==> src/rtl/time_set_controller.sv <==
`default_nettype none
// ============================================================================
// Module   : time_set_controller
// Brief    : Debounced front-panel editor that loads time/alarm digits into
//            the clock core.
// Revision : 1.0 - initial release
// ============================================================================
module time_set_controller #(
    parameter int DEBOUNCE_CYCLES = 1_000_000,
    parameter int LOAD_CYCLES     = 120_000_000,
    parameter int TIMEOUT_CYCLES  = 1_000_000_000
) (
    input  logic       clock,
    input  logic       reset,
    input  logic       btn_mode,
    input  logic       btn_next,
    input  logic       btn_up,
    input  logic       btn_down,
    input  logic [1:0] cur_hour1,
    input  logic [3:0] cur_hour0,
    input  logic [3:0] cur_min1,
    input  logic [3:0] cur_min0,
    output logic [1:0] hour_in1,
    output logic [3:0] hour_in0,
    output logic [3:0] minute_in1,
    output logic [3:0] minute_in0,
    output logic       load_time,
    output logic       load_alarm,
    output logic [1:0] editing,
    output logic [1:0] edit_digit
);

    localparam int c_DB_W  = (DEBOUNCE_CYCLES > 1) ? $clog2(DEBOUNCE_CYCLES) : 1;
    localparam int c_LD_W  = (LOAD_CYCLES > 1)     ? $clog2(LOAD_CYCLES)     : 1;
    localparam int c_TMO_W = (TIMEOUT_CYCLES > 1)  ? $clog2(TIMEOUT_CYCLES)  : 1;

    localparam logic [c_DB_W-1:0]  c_DB_MAX  = c_DB_W'(DEBOUNCE_CYCLES - 1);
    localparam logic [c_LD_W-1:0]  c_LD_MAX  = c_LD_W'(LOAD_CYCLES - 1);
    localparam logic [c_TMO_W-1:0] c_TMO_MAX = c_TMO_W'(TIMEOUT_CYCLES - 1);

    localparam logic [1:0] c_IDLE       = 2'd0;
    localparam logic [1:0] c_EDIT_TIME  = 2'd1;
    localparam logic [1:0] c_EDIT_ALARM = 2'd2;
    localparam logic [1:0] c_COMMIT     = 2'd3;

    logic [3:0] w_raw;
    logic [3:0] w_press;

    assign w_raw = {btn_down, btn_up, btn_next, btn_mode};

    // Press pulses are registered, so a press acts 2 + DEBOUNCE_CYCLES + 1 edges after the raw edge
    genvar gi;
    generate
        for (gi = 0; gi < 4; gi++) begin : g_btn
            logic              r_sync1;
            logic              r_sync2;
            logic              r_level;
            logic              r_pulse;
            logic [c_DB_W-1:0] r_cnt;

            always_ff @(posedge clock or negedge reset) begin
                if (!reset) begin
                    r_sync1 <= 1'b0;
                    r_sync2 <= 1'b0;
                    r_level <= 1'b0;
                    r_pulse <= 1'b0;
                    r_cnt   <= '0;
                end else begin
                    r_sync1 <= w_raw[gi];
                    r_sync2 <= r_sync1;
                    r_pulse <= 1'b0;
                    if (r_sync2 == r_level) begin
                        r_cnt <= '0;
                    end else if (r_cnt == c_DB_MAX) begin
                        r_cnt   <= '0;
                        r_level <= r_sync2;
                        r_pulse <= r_sync2;
                    end else begin
                        r_cnt <= r_cnt + 1'b1;
                    end
                end
            end

            assign w_press[gi] = r_pulse;
        end
    endgenerate

    logic w_mode, w_next, w_up, w_down, w_any;

    assign w_mode = w_press[0];
    assign w_next = w_press[1] & ~w_press[0];
    assign w_up   = w_press[2] & ~|w_press[1:0];
    assign w_down = w_press[3] & ~|w_press[2:0];
    assign w_any  = |w_press;

    function automatic logic [3:0] f_step(input logic [3:0] v, input logic [3:0] vmax,
                                          input logic up);
        if (up) return (v >= vmax) ? 4'd0 : v + 4'd1;
        else    return (v == 4'd0 || v > vmax) ? vmax : v - 4'd1;
    endfunction

    logic [1:0]         r_state;
    logic [1:0]         r_digit;
    logic [1:0]         r_h1;
    logic [3:0]         r_h0, r_m1, r_m0;
    logic [1:0]         r_al_h1;
    logic [3:0]         r_al_h0, r_al_m1, r_al_m0;
    logic               r_load_time, r_load_alarm;
    logic [c_LD_W-1:0]  r_load_cnt;
    logic [c_TMO_W-1:0] r_tmo_cnt;

    logic [3:0] w_h0_max;
    logic [1:0] w_h1_new;
    logic [3:0] w_h0_new, w_m1_new, w_m0_new;

    assign w_h0_max = (r_h1 == 2'd2) ? 4'd3 : 4'd9;
    assign w_h1_new = 2'(f_step({2'b00, r_h1}, 4'd2, w_up));
    assign w_h0_new = f_step(r_h0, w_h0_max, w_up);
    assign w_m1_new = f_step(r_m1, 4'd5, w_up);
    assign w_m0_new = f_step(r_m0, 4'd9, w_up);

    always_ff @(posedge clock or negedge reset) begin
        if (!reset) begin
            r_state      <= c_IDLE;
            r_digit      <= 2'd0;
            r_h1         <= 2'd0;
            r_h0         <= 4'd0;
            r_m1         <= 4'd0;
            r_m0         <= 4'd0;
            r_al_h1      <= 2'd0;
            r_al_h0      <= 4'd0;
            r_al_m1      <= 4'd0;
            r_al_m0      <= 4'd0;
            r_load_time  <= 1'b0;
            r_load_alarm <= 1'b0;
            r_load_cnt   <= '0;
            r_tmo_cnt    <= '0;
        end else begin
            case (r_state)
                c_IDLE: begin
                    r_tmo_cnt <= '0;
                    if (w_mode) begin
                        r_state <= c_EDIT_TIME;
                        r_digit <= 2'd0;
                        r_h1    <= cur_hour1;
                        r_h0    <= cur_hour0;
                        r_m1    <= cur_min1;
                        r_m0    <= cur_min0;
                    end
                end
                c_EDIT_TIME, c_EDIT_ALARM: begin
                    r_tmo_cnt <= w_any ? '0 : r_tmo_cnt + 1'b1;
                    if (w_mode) begin
                        r_digit <= 2'd0;
                        if (r_state == c_EDIT_TIME) begin
                            r_state <= c_EDIT_ALARM;
                            r_h1    <= r_al_h1;
                            r_h0    <= r_al_h0;
                            r_m1    <= r_al_m1;
                            r_m0    <= r_al_m0;
                        end else begin
                            r_state <= c_IDLE;
                        end
                    end else if (w_next) begin
                        if (r_digit == 2'd3) begin
                            r_state    <= c_COMMIT;
                            r_load_cnt <= '0;
                            if (r_state == c_EDIT_TIME) begin
                                r_load_time <= 1'b1;
                            end else begin
                                r_load_alarm <= 1'b1;
                                r_al_h1      <= r_h1;
                                r_al_h0      <= r_h0;
                                r_al_m1      <= r_m1;
                                r_al_m0      <= r_m0;
                            end
                        end else begin
                            r_digit <= r_digit + 2'd1;
                        end
                    end else if (w_up || w_down) begin
                        case (r_digit)
                            2'd0: begin
                                r_h1 <= w_h1_new;
                                // Keep the hour legal when the tens digit lands on 2
                                if (w_h1_new == 2'd2 && r_h0 > 4'd3) r_h0 <= 4'd3;
                            end
                            2'd1:    r_h0 <= w_h0_new;
                            2'd2:    r_m1 <= w_m1_new;
                            default: r_m0 <= w_m0_new;
                        endcase
                    end else if (r_tmo_cnt == c_TMO_MAX) begin
                        r_state <= c_IDLE;
                    end
                end
                default: begin
                    if (r_load_cnt == c_LD_MAX) begin
                        r_state      <= c_IDLE;
                        r_load_time  <= 1'b0;
                        r_load_alarm <= 1'b0;
                        r_load_cnt   <= '0;
                    end else begin
                        r_load_cnt <= r_load_cnt + 1'b1;
                    end
                end
            endcase
        end
    end

    assign hour_in1   = r_h1;
    assign hour_in0   = r_h0;
    assign minute_in1 = r_m1;
    assign minute_in0 = r_m0;
    assign load_time  = r_load_time;
    assign load_alarm = r_load_alarm;
    assign editing    = r_state;
    assign edit_digit = r_digit;

endmodule
`default_nettype wire
==> config.mk <==
export PLATFORM = sky130hd
export DESIGN_NAME = time_set_controller
export DESIGN_NICKNAME = d
export VERILOG_FILES = /design/src/rtl/time_set_controller.sv
export SDC_FILE = /design/constraint.sdc
export NUM_CORES = 1
export LEC_CHECK = 0
export BUFFER_PORTS_ARGS = -buffer_cell sky130_fd_sc_hd__buf_2
export CORE_MARGIN = 3
export CORE_UTILIZATION = 40
export CTS_CLUSTER_DIAMETER = 50
export DETAILED_ROUTE_END_ITERATION = 6
export PLACE_DENSITY_LB_ADDON = 0.2
export RECOVER_POWER = 100
export SLEW_MARGIN = 20
export SYNTH_ARGS = -nofsm -noshare
export SYNTH_HDL_FRONTEND = slang
export SYNTH_SLANG_ARGS = --single-unit
==> constraint.sdc <==
create_clock -name clock -period 5.55 [get_ports clock]
set_input_delay 0 -clock clock [delete_from_list [all_inputs] [get_ports clock]]
set_output_delay 0 -clock clock [all_outputs]
set_load 0.02 [all_outputs]
**After elaboration in Yosys (flattened, before gate mapping)**

Cells that the tools add are included.

- Register bits: 187
- Input port bits: 20
- Output and inout port bits: 20

- $add $sub $neg: 15
- Order comparisons: 9
- Equal/unequal tests: 35
- Mux-type cells: 90
- Bitwise logic cells: 9
- Reduce and logical (&&, ||, !) cells: 36

Operators with widths:

| cell | count |
|---|---|
| two-way mux 20 bit | 8 |
| two-way mux 4 bit | 28 |
| two-way mux 27 bit | 4 |
| adder 20 x 1 -> 20 bit (second input constant) | 4 |
| == test 20 bit (second input constant) | 4 |
| one-hot mux 30 bit (2 select lines) | 1 |
| one-hot mux 27 bit (2 select lines) | 1 |
| two-way mux 2 bit | 21 |
| one-hot mux 4 bit (2 select lines) | 4 |
| adder 30 x 1 -> 30 bit (second input constant) | 1 |
| == test 30 bit (second input constant) | 1 |
| two-way mux 30 bit | 1 |
| adder 27 x 1 -> 27 bit (second input constant) | 1 |
| == test 27 bit (second input constant) | 1 |
| AND reduction 5 bit | 4 |
| AND reduction 6 bit | 3 |
| two-way mux 1 bit | 17 |
| != test 4 bit (second input constant) | 4 |
| != test 3 bit (second input constant) | 5 |
| adder 4 x 1 -> 4 bit (second input constant) | 3 |
| logical NOT 4 bit | 3 |
| != test 2 bit (second input constant) | 6 |
| one-hot mux 2 bit (2 select lines) | 3 |
| AND reduction 4 bit | 3 |
| other kinds (30) | 63 |

**Longest topological paths before layout**

Gate-level depths: netlist of run 1.

- Depth after elaboration: 12
- Depth in mapped cells: 10

**Worst setup path before layout of run 1**

No wires, ideal clock.

- Kind: reg-to-reg
- Start point: register r_state[0] (netlist: editing[0])
- End point: register r_al_h0[0]
- Arrival: 2.343 ns
- Required time: 5.425 ns
- Path slack: 3.083 ns
- Cell stages (with the launch flop): 9
- Buffers on the path: 1
- Cells stage by stage: dfrtp_1 -> inv_1 -> ha_1 -> inv_1 -> nor2_1 -> nand2_1 -> nor3b_1 -> buf_2 -> mux2_2

- Cells in the longest elaborated chain, start to end: 3
- Elaborated cells between the ends (all ways): 5

Ends and longest elaborated chain:

| element | RTL line | text |
|---|---|---|
| start, declared | 102 | `logic [1:0] r_state;` |
| start signal, assigned | 124 | `r_state <= c_IDLE;` |
| start signal, assigned | 143 | `r_state <= c_EDIT_TIME;` |
| start signal, assigned | 156 | `r_state <= c_EDIT_ALARM;` |
| == test 2 x 1 -> 1 bit / == test 2 bit (equally long branches) | 139, 168 |  |
| OR reduction 2 bit | 139 | `case (r_state)` |
| AND reduction 4 bit (no line) | -- |  |
| end signal, assigned | 173 | `r_al_h0 <= r_h0;` |
| end, declared | 107 | `logic [3:0] r_al_h0, r_al_m1, r_al_m0;` |

Parallel ways exist; a longest one is shown, timed or not.
A chain may end at the register's enable or synchronous reset.

**Worst setup path in the final report of run 1**

- Start point: register r_state[0] (netlist: editing[0])
- End point: register r_al_m0[1]

- Cells in the longest elaborated chain, start to end: 3
- Elaborated cells between the ends (all ways): 5

Ends and longest elaborated chain:

| element | RTL line | text |
|---|---|---|
| == test 2 x 1 -> 1 bit / == test 2 bit (equally long branches) | 139, 168 |  |
| OR reduction 2 bit | 139 |  |
| AND reduction 4 bit (no line) | -- |  |
| end signal, assigned | 175 | `r_al_m0 <= r_m0;` |
| end, declared | 107 |  |

Parallel ways exist; a longest one is shown, timed or not.

==> results.yml, run 1 <==
outcome:
  status: "complete, but fails checks"
  violations: "capacitance limit, slew limit"
route:
  drc: 0
  ant_nets: 0
  routed_via_density: 5.196
  post_drt_wl_per_cell_um: 14.50
  drtIter0Drc: 442
  dr.pass1.iters: 5
  via_count: 7488
  routed_wl_um: 20890
synthesis:
  ys_top_cells_by_count: "dfrtp_1 (187), nor2_1 (179), nand2_1 (78)"
  async_reset_ff_frac: 1.000
  ys_warn_count: 0
  synth_most_common_cell: "dfrtp_1"
  synth_top_area_cell: "dfrtp_1"
  synth_edf_count: 0
  synth_cell_types: 66
  ys_seq_elements: 187
  syn_avg_cell_area_um2: 9.393
  syn_inst: 1061
  synth_flop_cell: "dfrtp_1"
  netlist_area_um2: 9966
  synth_nets: 1113
  yosysTopAreaCellShare: 0.4696
  synthTopCellsByArea: "dfrtp_1 (47%), nor2_1 (6.7%), xor2_1 (5.8%), xnor2_1 (4.0%), ha_1 (4.0%)"
  synth-seq-area-share: 0.4696
pwr:
  p_total_mw: 2.636
  cellInternalPower_mw: 1.999
  switchingPower_mw: 0.6367
  pwr-share-clk: 0.449
  switching_share: 0.2415
  power_leakage_nw: 4.822
  power_frac_comb: 0.027
  cellPowerDensity_nw_per_um2: 236.5
  power_frac_seq: 0.524
  vdd_drop_max_uv: 162.1
timing:
  maxSlewViolCount: 94
  fin_crit_sh: 0.8069
  report.final.hold_viol_count: 0
  finalSetupViolCount: 0
  slew-limit-headroom: -1.120
  fmax_mhz: 223.3
  period_minus_slack_ps: 4478
  rsz0062_at_grt: "false"
  skew_ps: 9.906
  worst_pin_slew_ps: 3180
  fin_tns_setup_ps: 0
  holdWs_ps: 83.50
placed_design:
  dp_cells: 1391
  dp_hpwl_um: 14040
  placed_area_um2: 10470
  gp_congestion: 0.8303
  io_buffers: 39
die:
  pin_count: 40
  dieHeight_um: 163.8
  coreArea_um2: 24390
  core.rowCount: 57
  start_util: 0.4086
  die_area_um2: 26850
  die-width_um: 163.8
critical_path:
  rr_worst_depth: 7
  worstPathMaxFanout: 16
  slowest_stage: "nor3b_1"
  r2r_start: "editing[0]"
  cp-start-kind: "register"
  critPathKind: "register to register"
  cpPeakStageDelay_ps: 1540
  cpMostUsedCell: "inv_1"
  cp.required_ps: 5860
  cp.arrival_ps: 4790
  cp_cell_sequence: "inv_1, ha_1, inv_1, nor2_1, nand2_1, nor3b_1, mux2_2"
  worst_setup_path_end_kind: "register"
  worstSetupStartpoint: "editing[0]"
min_path:
  worstHoldPathCells: 4
  min_from: "cur_hour0[1]"
  hp-class: "input port to register"
layout:
  reg_top3: "g_btn.r_cnt: 80 flops, r_tmo_cnt: 30 flops, r_load_cnt: 27 flops"
  fin_nets: 1156
  largest_reg_flops: 80
  nFillCells: 2407
  fin_area_um2: 11150
  top_register: "g_btn.r_cnt"
  instances_no_fill: 1441
  post_route_cells_drive_above_1_share: 0.07341
  n_antenna_cell: 0
  syn_to_final_growth_pct: 11.85
global_routing:
  overflow: 0
  grt_pass1_wl_um: 36070
  grtUsageTotal: 0.1629
  grt_pass1_vias: 7263
  antenna_found_initial: 0
  grt_max_degree: 71
clocking:
  htreeDepth: 4
  clkLatencyLatePin_ps: 430
  clkTransAtPathRegs_ps: 70
  cts_root_buffer: "clkbuf_16"
  cts_tree: "yes"
  clock_sinks: 187
  cts_buffers: 17
  clockBufferDepth: 2
  post-cts-setup-buffers: 0
run:
  maxCapViolCount: 3
[power groups by stage]
stage	sequential (mW)	clock [mW]	combinational [mW]
final	1.38	1.18	0.0718
after global routing	1.38	1.27	0.0839
after CTS	1.38	1.22	0.0767
after detailed placement	1.41	0	0.0668
after global placement	1.41	0	0.0667
after floorplan	1.41	0	0.0245
[metrics by stage]
step             util  worst slack, ps
3_5_place_dp   0.4293             1689
4_1_cts        0.4599             1720
5_1_grt        0.4570            794.5
3_3_place_gp   0.4293             1826
2_1_floorplan       -             3083
6_report       0.4570             1072
[critical path, delay by kind of cell, from the launching register on]
family	cells	cell delay, ps
adders and majority gates	1	530
DFF	1	450
muxes	1	450
and+or+nand+nor	3	2470
buffers and inverters	2	470
[cell type report]
| cell class | count | area, µm² | area share |
|---|---|---|---|
| clock buffer | 18 | 439.2 | 0.03940 |
| multi-input combinational | 803 | 4984 | 0.4471 |
| timing repair buffer | 63 | 390.4 | 0.03502 |
| inverter | 32 | 120.1 | 0.01078 |
| sequential | 187 | 4679 | 0.4198 |
| clock inverter | 14 | 128.9 | 0.01156 |
| tap | 324 | 405.4 | 0.03637 |
[final timing paths]
check                                     to  slack [ps]
hold reg to reg             g_btn[1].r_sync2         360
setup / recovery                  r_al_m0[1]        1070
setup reg to reg                  r_al_m0[1]        1070
hold / removal                   hour_in0[1]          80
min in group asynchronous      minute_in1[2]        1170
max in group asynchronous  g_btn[0].r_cnt[7]        2190
[what timing repair did]
| action | CTS | global route |
|---|---|---|
| hold endpoints to repair | 71 | 0 |
| gates resized for setup | 0 | 0 |
| hold buffers | 18 | 0 |
[cells in the final DEF, fill, tap and decap left out, drive strengths merged, types with 16 or more instances in the layout]
cell / instances
a21oi: 35
and3: 27
buf: 23
clkbuf: 40
dfrtp: 187
dlygate4sd3: 18
ha: 32
inv: 38
mux2: 19
mux2i: 16
nand2: 78
nand3: 61
nand4: 33
nor2: 180
nor3: 28
o21ai: 46
xnor2: 46
xor2: 66
[per-layer routing]
| layer | up-vias | part of all wire | track usage |
|---|---|---|---|
| li1 | 3776 | - | - |
| met1 | 3609 | 0.50 | 0.2271 |
| met2 | 87 | 0.46 | 0.2643 |
| met3 | 16 | 0.031 | 0.02976 |
| met4 | 0 | 0.012 | 0.03922 |
| met5 | - | 0 | 0 |
[kinds of logic (layout without fill, tap and decap cells)]
kind of cell / after synthesis / in the layout / share of synthesized area
AND/OR/NAND/NOR: 482 / 482 / 0.2358
AO/OA/AOI/OAI: 142 / 142 / 0.09040
adder cells (fa/ha/maj): 32 / 32 / 0.04018
multiplexers: 35 / 35 / 0.03754
XOR/XNOR: 112 / 112 / 0.09843
flip-flops: 187 / 187 / 0.4696
buffers and inverters: 71 / 127 / 0.02812
(Power assumes the default switching activity.)
==> run 2: changes to the inputs <==
ABC_AREA = 1   (was default)
clock period = 4.3 ns   (was 5.55 ns; I/O delays follow)
==> results.yml, run 2 <==
synthesis:
  ys_warn_count: 0
  ys_seq_elements: 187
  synthSimpleGateAreaFrac: 0.3238
  async_reset_ff_frac: 1.000
  synth_nets: 1488
  synth_edf_count: 0
  yosys.area_share.adder: 0.03685
  synthMuxAreaShare: 0.009326
  syn_inst: 1436
  synth-xor-area-share: 0.04272
  synth_top_family_by_area: "simple AND/OR/NAND/NOR gates"
  ys_top_cells_by_count: "nand2_1 (314), nor2_1 (245), dfrtp_1 (187)"
  syn_avg_cell_area_um2: 7.567
  synth_flop_cell: "dfrtp_1"
  synth_most_common_cell: "nand2_1"
  synth_compound_area_frac: 0.08958
  synthTopCellsByArea: "dfrtp_1 (43%), nand2_1 (11%), nor2_1 (8.5%), inv_1 (5.6%), ha_1 (3.7%)"
  netlist_area_um2: 10870
  synth_top_area_cell: "dfrtp_1"
  yosysTopAreaCellShare: 0.4306
  synth_cell_types: 42
  synth-seq-area-share: 0.4306
route:
  via_count: 9272
  drc: 0
  ant_nets: 0
  routed_wl_um: 24220
  drtIter0Drc: 562
  post_drt_wl_per_cell_um: 13.13
  routed_via_density: 5.025
  dr.pass1.iters: 5
layout:
  top_register: "g_btn.r_cnt"
  fin_util: 0.4603
  final_cell_mix: "nand2_1 (318), nor2_1 (247), dfrtp_1 (187)"
  post_route_cells_drive_above_1_share: 0.05762
  reg_top3: "g_btn.r_cnt: 80 flops, r_tmo_cnt: 30 flops, r_load_cnt: 27 flops"
  fin_nets: 1549
  instances_no_fill: 1845
  n_antenna_cell: 0
  largest_reg_flops: 80
  syn_to_final_growth_pct: 11.64
  final_common_cell: "nand2_1"
  fin_area_um2: 12130
global_routing:
  overflow: 0
  grt_pass1_wl_um: 41880
  grt_max_degree: 115
  grtUsageTotal: 0.1712
  antenna_found_initial: 0
  grt_pass1_vias: 8905
timing:
  finalSetupViolCount: 0
  fin_crit_sh: 0.8430
  slew-limit-headroom: -0.8900
  report.final.hold_viol_count: 0
  fin_tns_setup_ps: 0
  period_minus_slack_ps: 3625
  fmax_mhz: 275.9
  worst_pin_slew_ps: 2835
  maxSlewViolCount: 115
  skew_ps: 13.00
  rsz0062_at_grt: "false"
critical_path:
  cp.required_ps: 4620
  critPathKind: "register to register"
  worstPathMaxFanout: 24
  cp-start-kind: "register"
  cp.arrival_ps: 3940
  rr_worst_depth: 8
  worst_setup_path_end_kind: "register"
die:
  die_area_um2: 29180
  dieHeight_um: 170.8
  pin_count: 40
  core.rowCount: 59
  die-width_um: 170.8
  start_util: 0.4123
  coreArea_um2: 26350
clocking:
  cts_tree: "yes"
  clkTransAtPathRegs_ps: 70
  post-cts-setup-buffers: 0
  clockBufferDepth: 2
  cts_root_buffer: "clkbuf_16"
  htreeDepth: 4
  cts_buffers: 17
  clock_sinks: 187
  clkLatencyLatePin_ps: 430
placed_design:
  gp_congestion: 0.8717
  io_buffers: 39
  dp_cells: 1796
  dp_hpwl_um: 17830
  placed_area_um2: 11430
pwr:
  pwr-share-clk: 0.479
  cellPowerDensity_nw_per_um2: 297.1
  vdd_drop_max_uv: 221.5
  p_total_mw: 3.604
  power_frac_comb: 0.027
  power_frac_seq: 0.494
  switchingPower_mw: 0.8027
  cellInternalPower_mw: 2.801
  switching_share: 0.2227
  power_leakage_nw: 5.408
min_path:
  hp-class: "input port to register"
  worstHoldPathCells: 4
outcome:
  status: "complete, but fails checks"
  violations: "capacitance limit, slew limit"
run:
  maxCapViolCount: 1
## run 2: cell types whose count changed after synthesis, moves of 22 or more
| cell | previous run | this run |
|---|---|---|
| clkbuf_1 | 29 | 5 |
| and3_1 | 27 | 3 |
| xnor2_1 | 46 | 19 |
| nand2_1 | 78 | 314 |
| a21oi_1 | 34 | 62 |
| inv_1 | 32 | 163 |
| o21ai_0 | 43 | 65 |
| nor3_1 | 28 | 51 |
| xor2_1 | 66 | 34 |
| nor2_1 | 179 | 245 |
## run 2: final cells by class
| cell class | instances | area (µm²) |
|---|---|---|
| Multi-Input combinational cell | 1060 | 5384 |
| Tap cell | 335 | 419.2 |
| Clock inverter | 15 | 220.2 |
| Timing Repair Buffer | 59 | 357.8 |
| Fill cell | 2575 | 14220 |
| Clock buffer | 17 | 425.4 |
| Inverter | 172 | 645.6 |
| Sequential cell | 187 | 4679 |
## run 2: final timing paths
path / end / slack (ps) / startpoint
min in group asynchronous: minute_in1[0] / 990 / reset
setup / recovery: r_al_m0[0] / 670 / editing[0]
setup reg to reg: r_al_m0[0] / 670 / editing[0]
hold reg to reg: g_btn[3].r_sync2 / 350 / g_btn[3].r_sync1
hold / removal: hour_in0[0] / 20 / cur_hour0[0]
max in group asynchronous: g_btn[1].r_level / 1160 / reset
## run 2: power by group through the flow
stage               clock network, mW  registers (mW)  logic [mW]
floorplan                           0            1.81      0.0350
global placement                    0            1.81      0.0927
detailed placement                  0            1.81      0.0924
CTS                              1.78            1.78       0.105
global route                     1.85            1.78       0.116
finish                           1.73            1.78      0.0977
## run 2: critical path, stage by stage (launching register included)
cell     delay, ps
dfrtp_1        450
inv_1          100
ha_1           610
inv_1          520
nor2_1         830
nand2_1        240
nor2_1         150
buf_4          260
mux2_2         360
## run 2: repair_timing
action | in CTS | in global routing
hold buffers | 17 | 0
resized for setup | 0 | 0
endpoints found under the hold margin | 128 | 0
## run 2: cells by family after synthesis
kind of cell / Yosys count
buffers and inverters: 189
AO/OA/AOI/OAI: 174
XOR/XNOR: 53
AND/OR/NAND/NOR: 792
adder cells (fa/ha/maj): 32
flip-flops: 187
multiplexers: 9
## run 2: per-stage QoR
stage	worst slack [ps]	hold slack [ps]
2_1_floorplan	2287	-295.6
5_1_grt	409.1	51.10
3_5_place_dp	895.8	109.3
4_1_cts	928.6	4.947
6_report	674.9	22.88
3_3_place_gp	1186	109.6
## run 2: metal layers
metal	GRT usage	vias to the layer above	routed length, µm
li1	-	4810	-
met1	0.2381	4285	12000
met2	0.2793	155	10960
met3	0.02773	22	955
met4	0.04584	0	293
met5	0	-	0
